[config.mk]
export PLATFORM = sky130hd
export DESIGN_NAME = axi_burst_master
export DESIGN_NICKNAME = d
export VERILOG_FILES = /design/src/rtl/axi_pkg.sv /design/src/rtl/axi_burst_master.sv
export SDC_FILE = /design/constraint.sdc
export NUM_CORES = 1
export LEC_CHECK = 0
export ABC_AREA = 1
export CORE_MARGIN = 5
export CORE_UTILIZATION = 34
export CTS_BUF_LIST = sky130_fd_sc_hd__clkbuf_2
export CTS_CLUSTER_DIAMETER = 100
export DETAILED_ROUTE_END_ITERATION = 8
export PLACE_DENSITY = 0.83
export SLEW_MARGIN = 20
export SYNTH_ARGS = -nofsm -noshare
export SYNTH_HDL_FRONTEND = slang
export SYNTH_SLANG_ARGS = --single-unit
[constraint.sdc]
create_clock -name clk -period 2.3 [get_ports clk]
set_clock_uncertainty 0.1 [all_clocks]
set_input_delay 0.46 -clock clk [delete_from_list [all_inputs] [get_ports clk]]
set_output_delay 0.46 -clock clk [all_outputs]
set_load 0.1 [all_outputs]
[src/rtl/axi_pkg.sv]
// Shared AXI4 constants, FSM state type and the AxSIZE helper for axi_burst_master.
package axi_pkg;

  localparam logic [1:0] BURST_INCR  = 2'b01;
  localparam logic [1:0] RESP_OKAY   = 2'b00;
  localparam logic [1:0] RESP_SLVERR = 2'b10;

  typedef enum logic [2:0] {
    IDLE = 3'd0,
    AW   = 3'd1,
    W    = 3'd2,
    B    = 3'd3,
    AR   = 3'd4,
    R    = 3'd5
  } state_t;

  // AxSIZE encodes log2 of the bytes per beat for a full-width bus.
  function automatic logic [2:0] size_code(input int bus_w);
    return 3'($clog2(bus_w / 8));
  endfunction

endpackage

[src/rtl/axi_burst_master.sv]
// Command-driven AXI4 master issuing one INCR burst at a time, with pass-through data phases.
// Build option: define AXI_MASTER_STRB_EN to expose wr_strb; otherwise m_wstrb is all ones.
module axi_burst_master
  import axi_pkg::*;
#(
  parameter int ADDR_W = 8,
  parameter int DATA_W = 32,
  parameter int LEN_W  = 8
) (
  input  logic                clk,
  input  logic                Reset_n,
  input  logic                cmd_valid,
  output logic                cmd_ready,
  input  logic                cmd_write,
  input  logic [ADDR_W-1:0]   cmd_addr,
  input  logic [LEN_W-1:0]    cmd_len,
  input  logic [DATA_W-1:0]   wr_data,
`ifdef AXI_MASTER_STRB_EN
  input  logic [DATA_W/8-1:0] wr_strb,
`endif
  input  logic                wr_valid,
  output logic                wr_ready,
  output logic [DATA_W-1:0]   rd_data,
  output logic                rd_last,
  output logic                rd_valid,
  input  logic                rd_ready,
  output logic                done,
  output logic                err,
  output logic [ADDR_W-1:0]   m_awaddr,
  output logic [LEN_W-1:0]    m_awlen,
  output logic [2:0]          m_awsize,
  output logic [1:0]          m_awburst,
  output logic                m_awvalid,
  input  logic                m_awready,
  output logic [DATA_W-1:0]   m_wdata,
  output logic [DATA_W/8-1:0] m_wstrb,
  output logic                m_wlast,
  output logic                m_wvalid,
  input  logic                m_wready,
  input  logic [1:0]          m_bresp,
  input  logic                m_bvalid,
  output logic                m_bready,
  output logic [ADDR_W-1:0]   m_araddr,
  output logic [LEN_W-1:0]    m_arlen,
  output logic [2:0]          m_arsize,
  output logic [1:0]          m_arburst,
  output logic                m_arvalid,
  input  logic                m_arready,
  input  logic [DATA_W-1:0]   m_rdata,
  input  logic [1:0]          m_rresp,
  input  logic                m_rlast,
  input  logic                m_rvalid,
  output logic                m_rready
);

  localparam logic [2:0] AXSIZE = size_code(DATA_W);

  state_t              state_q, state_d;
  logic [ADDR_W-1:0]   addr_q, addr_d;
  logic [LEN_W-1:0]    len_q, len_d;
  logic [LEN_W-1:0]    cnt_q, cnt_d;
  logic                awvalid_q, awvalid_d;
  logic                arvalid_q, arvalid_d;
  logic                done_q, done_d;
  logic                err_q, err_d;
  logic                rerr_q, rerr_d;

  logic                in_w, in_r, cnt_last;
  logic                w_beat, r_beat, r_beat_err, r_end;

  assign in_w     = (state_q == W);
  assign in_r     = (state_q == R);
  assign cnt_last = (cnt_q == len_q);
  assign w_beat   = in_w && wr_valid && m_wready;
  assign r_beat   = in_r && m_rvalid && rd_ready;
  // A beat is bad if its response is not OKAY or RLAST disagrees with our own count.
  assign r_beat_err = (m_rresp != RESP_OKAY) || (m_rlast != cnt_last);
  assign r_end      = r_beat && (cnt_last || m_rlast);

  always_comb begin
    state_d   = state_q;
    addr_d    = addr_q;
    len_d     = len_q;
    cnt_d     = cnt_q;
    awvalid_d = awvalid_q;
    arvalid_d = arvalid_q;
    done_d    = 1'b0;
    err_d     = 1'b0;
    rerr_d    = rerr_q;
    case (state_q)
      IDLE: begin
        if (cmd_valid) begin
          addr_d = cmd_addr;
          len_d  = cmd_len;
          cnt_d  = '0;
          rerr_d = 1'b0;
          if (cmd_write) begin
            state_d   = AW;
            awvalid_d = 1'b1;
          end else begin
            state_d   = AR;
            arvalid_d = 1'b1;
          end
        end
      end
      AW: begin
        if (m_awready) begin
          awvalid_d = 1'b0;
          cnt_d     = '0;
          state_d   = W;
        end
      end
      W: begin
        if (w_beat) begin
          if (cnt_last) state_d = B;
          else          cnt_d   = cnt_q + LEN_W'(1);
        end
      end
      B: begin
        if (m_bvalid) begin
          state_d = IDLE;
          done_d  = 1'b1;
          err_d   = (m_bresp != RESP_OKAY);
        end
      end
      AR: begin
        if (m_arready) begin
          arvalid_d = 1'b0;
          cnt_d     = '0;
          state_d   = R;
        end
      end
      R: begin
        if (r_beat) begin
          rerr_d = rerr_q | r_beat_err;
          if (r_end) begin
            state_d = IDLE;
            done_d  = 1'b1;
            err_d   = rerr_q | r_beat_err;
          end else begin
            cnt_d = cnt_q + LEN_W'(1);
          end
        end
      end
      default: state_d = IDLE;
    endcase
  end

  always_ff @(posedge clk or negedge Reset_n) begin
    if (!Reset_n) begin
      state_q   <= IDLE;
      addr_q    <= '0;
      len_q     <= '0;
      cnt_q     <= '0;
      awvalid_q <= 1'b0;
      arvalid_q <= 1'b0;
      done_q    <= 1'b0;
      err_q     <= 1'b0;
      rerr_q    <= 1'b0;
    end else begin
      state_q   <= state_d;
      addr_q    <= addr_d;
      len_q     <= len_d;
      cnt_q     <= cnt_d;
      awvalid_q <= awvalid_d;
      arvalid_q <= arvalid_d;
      done_q    <= done_d;
      err_q     <= err_d;
      rerr_q    <= rerr_d;
    end
  end

  assign cmd_ready = (state_q == IDLE);
  assign done      = done_q;
  assign err       = err_q;

  assign m_awvalid = awvalid_q;
  assign m_awaddr  = addr_q;
  assign m_awlen   = len_q;
  assign m_awsize  = AXSIZE;
  assign m_awburst = BURST_INCR;
  assign m_arvalid = arvalid_q;
  assign m_araddr  = addr_q;
  assign m_arlen   = len_q;
  assign m_arsize  = AXSIZE;
  assign m_arburst = BURST_INCR;

  // Data phases are combinational so a beat costs no extra cycle.
  assign m_wvalid = in_w && wr_valid;
  assign wr_ready = in_w && m_wready;
  assign m_wdata  = in_w ? wr_data : '0;
  assign m_wlast  = in_w && cnt_last;
`ifdef AXI_MASTER_STRB_EN
  assign m_wstrb  = wr_strb;
`else
  assign m_wstrb  = '1;
`endif
  assign m_bready = (state_q == B);

  assign rd_valid = in_r && m_rvalid;
  assign m_rready = in_r && rd_ready;
  assign rd_data  = in_r ? m_rdata : '0;
  assign rd_last  = in_r && m_rlast;

endmodule

Word-level counts from Yosys, hierarchy flattened
Cells that the tools add are included.
{"block": "totals", "regBits": 32, "in_bits": 96, "out_inout_bits": 122, "elab_cells": 93}
{"block": "op_classes", "add_sub_neg": 1, "n_eq_ne": 19, "n_mux": 39, "n_bitwise": 1, "reduce_logical": 24}
{"cell": "$mux W32", "n": 2}
{"cell": "$mux W8", "n": 7}
{"cell": "$pmux W8 S5", "n": 1}
{"cell": "$mux W3", "n": 9}
{"cell": "$pmux W3 S6", "n": 1}
{"cell": "$reduce_and A8 Y1", "n": 2}
{"cell": "$mux W1", "n": 14}
{"cell": "$ne A2 B2 Y1 const B", "n": 7}
{"cell": "$ne A2 B1 Y1 const B", "n": 5}
{"cell": "$pmux W1 S2", "n": 5}
{"cell": "$reduce_bool A2 Y1", "n": 5}
{"cell": "$logic_and A1 B1 Y1", "n": 9}
{"cell": "$add A8 B1 Y8 const B", "n": 1}
{"cell": "$eq A8 B8 Y1", "n": 1}
{"cell": "$reduce_and A4 Y1", "n": 2}
{"cell": "$eq A3 B2 Y1 const B", "n": 2}
{"cell": "$eq A3 B3 Y1 const B", "n": 2}
{"cell": "$reduce_bool A5 Y1", "n": 1}
{"cell": "$eq A3 B1 Y1 const B", "n": 1}
{"cell": "$logic_not A3 Y1", "n": 1}
{"cell": "$reduce_and A3 Y1", "n": 1}
{"cell": "$logic_or A1 B1 Y1", "n": 2}
{"cell": "$reduce_and A2 Y1", "n": 1}
{"cell": "$ne A1 B1 Y1", "n": 1}
{"cell": "$or A1 B1 Y1", "n": 1}

Logic depth before layout (Yosys ltp)
Gate-level depths: netlist of run 1.
{"block": "logic_depth", "ltp_word": 7, "ltp_mapped": 13, "depth_no_buf": 13}

Worst setup path before layout of run 1
OpenSTA, ideal clock, no wires.
{"block": "synth_timing", "path_kind": "register to output", "start": "register state_q[2]", "end": "output m_wdata[10]", "arrival_ns": 2.269, "t_required_ns": 1.740, "path_slack_ns": -0.529, "stages_incl_launch_ff": 7, "path_buffers": 3, "path_cell_list": "dfrtp_1 -> buf_6 -> nor2_8 -> nand2_2 -> buf_6 -> clkbuf_1 -> nor2_1"}
{"block": "synth_via", "elab_chain_len": 2}
{"element": "start: declaration", "line": "axi_burst_master.sv:58", "text": "state_t state_q, state_d;"}
{"element": "start signal: assignment", "line": "axi_burst_master.sv:161", "text": "state_q <= state_d;"}
{"element": "$eq A3 B2 Y1", "line": "axi_burst_master.sv:71", "text": "assign in_w = (state_q == W);"}
{"element": "$mux W32", "line": "axi_burst_master.sv:191", "text": "assign m_wdata = in_w ? wr_data : '0;"}
{"element": "end: declaration", "line": "axi_burst_master.sv:35", "text": "output logic [DATA_W-1:0] m_wdata,"}
Every way passes these cells.

Final worst setup path of run 1
{"block": "layout_timing", "start": "register state_q[0]", "end": "output m_wdata[17]"}
Same word-level chain as after synthesis.

==> results of run 1 <==
## per-stage QoR
step / TNS, ns / power, mW / hold WS (ns) / instances
3_5_place_dp: 0 / 8.097 / 0.3948 / 678
5_1_grt: -2.836 / 9.219 / 0.3686 / 706
6_report: -0.7249 / 8.942 / 0.3558 / 706
4_1_cts: -0.02361 / 8.750 / 0.3370 / 700
3_3_place_gp: 0 / 7.989 / 0.3742 / 678
2_1_floorplan: -5.769 / 6.441 / 0.06441 / 411
## cells by family after synthesis
logic type / share of synthesized area (%)
and+or+nand+nor: 32.60
buffers and inverters: 25.12
DFF: 29.18
AOI/OAI and AO/OA: 4.332
muxes: 6.293
xor gates and xnor gates: 1.277
adders and majority gates: 0.9118
other: 0.2737
## final timing paths
check	slack (ns)	from	endpoint
max in group asynchronous	1.41	Reset_n	m_arlen[6]
max reg2reg	0.06	cnt_q[0]	rerr_q
min reg2reg	0.44	m_arvalid	m_arvalid
min	0.36	Reset_n	cnt_q[3]
max	-0.04	state_q[0]	m_wdata[17]
min in group clk	0.44	m_arvalid	m_arvalid
## placed cells by master (no fill, tap or decap), types with 14 or more instances in the layout
cell,n
dfrtp_1,18
conb_1,14
nor2_4,66
buf_4,53
dfrtp_2,14
inv_1,86
buf_12,76
nor2_1,14
clkdlybuf4s50_1,95
nand2_1,62
## final cells by class
class / instances / share of cell area (%)
Tap cell: 102 / 2.063
Multi-Input combinational cell: 242 / 29.49
Timing Repair Buffer: 229 / 48.28
Inverter: 93 / 5.845
Clock inverter: 3 / 0.6877
Clock buffer: 5 / 0.4045
Sequential cell: 32 / 13.23
## layer usage
layer	up-vias	wire length [µm]	track usage, %
met5	-	0	0
met1	1596	3996	21.59
met3	30	1272	9.243
met4	0	393	4.622
li1	1540	-	-
met2	167	7114	45.25
## repair_timing
action / in CTS / in global routing
endpoints found under the setup margin: 65 / 42
resized for setup: 26 / 15
pin swaps: 1 / 2
setup buffers: 13 / 3
gates cloned: 1 / 3
## Yosys cell counts
library cell	count
clkinv_2	1
nand2_4	2
ha_1	2
buf_4	30
nor3b_2	1
o21ai_1	2
buf_6	5
or2_1	1
buf_8	1
nand2_1	62
nand3b_1	2
conb_1	2
nand2_2	7
nor2_4	2
nor4_1	1
nand3_4	1
o22ai_1	1
buf_2	3
mux2_1	2
nor2_1	83
dfrtp_1	32
a31o_2	1
xnor2_1	4
inv_2	2
nand3_2	3
nor3_1	2
o21ai_0	5
inv_4	2
nand3_1	13
inv_1	88
clkbuf_1	6
o21ai_4	1
o211ai_1	3
nand4_1	4
nor2_2	2
mux2_4	10
nand3b_2	1
a21oi_1	6
nor3_2	1
nor2_8	2
## state kept, by name (all words and copies together), names as in the netlist
signal	count
state_q	3
m_awvalid	1
done	1
m_arvalid	1
m_arlen	8
cnt_q	8
rerr_q	1
err	1
m_araddr	8
## where the power goes
group          internal (mW)  switching (mW)  leakage, nW
clock network          0.182           0.199       0.0390
registers              0.782           0.209        0.380
logic                   2.16            5.41         2.46
==> qor.yml, run 1 <==
run_status:
  outcome: "complete, but fails checks"
  violations: "negative setup slack"
power_and_ir_drop:
  power_density_nw_per_um2: 1445
  p_leak_nw: 2.880
  ir_drop_uv: 724.6
die:
  fp.dieW_um: 99.84
  core_area_um2: 7807
  rows: 32
  start_util_pct: 35.14
  io_pins: 218
  die_area_um2: 9967
  die_h_um: 99.84
drt:
  finalWirelength_um: 12780
  vias_per_cell: 4.721
  routed-via-count: 3333
  wl_per_cell_um: 18.10
  drtPass1Iterations: 4
  drtIter0Drc: 171
  ant_nets: 0
  drc: 0
clocking:
  h-tree-depth: 2
  numCtsBuffers: 5
  clock_path_buffers: 2
  clk_pin_slew_ns: 0.19
  cts_root_buf: "clkbuf_2"
  cts_tree: "built"
  cts_sinks: 32
  worstSkewPairLatency_ns: 0.38
  hold_buffers: 0
setup_path:
  critPathMaxFanout: 9
  crit_required_ns: 1.74
  cp.arrival_ns: 1.78
  path_cells: "buf_12 > nor2_8 > nand2_8 > buf_12 > nor2_4 > buf_12"
  path_delay_family: "buffers and inverters"
  critical_path_class: "register to primary output"
  end_kind: "primary output"
  path_depth: 6
  ff2ff_path_depth: 10
  slowest_stage: "dfrtp_2"
  crit_buf_inv: 3
  path_common_cell: "buf_12"
  critPathMaxStageDelay_ns: 0.47
  critical_path.startpoint_type: "register"
placement:
  place.gp.congestion: 0.8995
  place_ws_ns: 0.1373
  place_hpwl_um: 8933
  port_buffers: 203
  place_area_um2: 5737
global_routing:
  grt_pass1_vias: 3431
  grt_pass1_wl_um: 17760
  grt_use_total_pct: 22.76
  grt_antenna_before_repair: 0
  grt_overflow_total: 0
  grt_start_max_net_pins: 33
layout:
  diodes: 0
  area_growth_pct: 125.4
  fillers: 407
  multi_input_area_um2: 1824
  nNetsFinal: 701
  fin_util_pct: 79.23
  layout-drive-gt1-share_pct: 44.21
  final_cell_area_um2: 6186
  ff_latch_area_um2: 818.3
logic_synthesis:
  avgSynthCellArea_um2: 6.877
  yosys_warnings: 0
  ys_top_cells_by_area: "dfrtp_1 (29%), inv_1 (12%), nor2_1 (11%), nand2_1 (8.5%), buf_4 (8.2%)"
  synthCells: 399
  netlist_area_um2: 2744
  ys_seq_area_share_pct: 29.18
  ys_ff_latch: 32
  ys_types: 40
  synth_largest_area_cell: "dfrtp_1"
  synth_top_area_share_pct: 29.18
sta:
  slew_viol_final: 0
  finalSetupViolations: 29
  min_period_ns: 2.344
  fmaxAchievable_ghz: 0.4267
  finalCritPeriodShare_pct: 101.9
  slew_headroom_pct: 64.77
  hold_viol_final: 0
  rsz0062_at_grt: "yes"
  setup_slack_ns: -0.04373
  worst_slew_pin_slew_ns: 0.5236
job:
  maxCapViolCount: 0
min_path:
  holdCritPathClass: "input pin to async pin"
Power figures use the tool's default switching activity.
==> inputs of run 2 (changes only) <==
--- a/config.mk
+++ b/config.mk
@@ -6,6 +6,7 @@
 export NUM_CORES = 1
 export LEC_CHECK = 0
 export ABC_AREA = 1
+export CAP_MARGIN = 20
 export CORE_MARGIN = 5
 export CORE_UTILIZATION = 34
 export CTS_BUF_LIST = sky130_fd_sc_hd__clkbuf_2
==> results of run 2 <==
The final DEF is identical to that of run 1; final timing and power are the same.
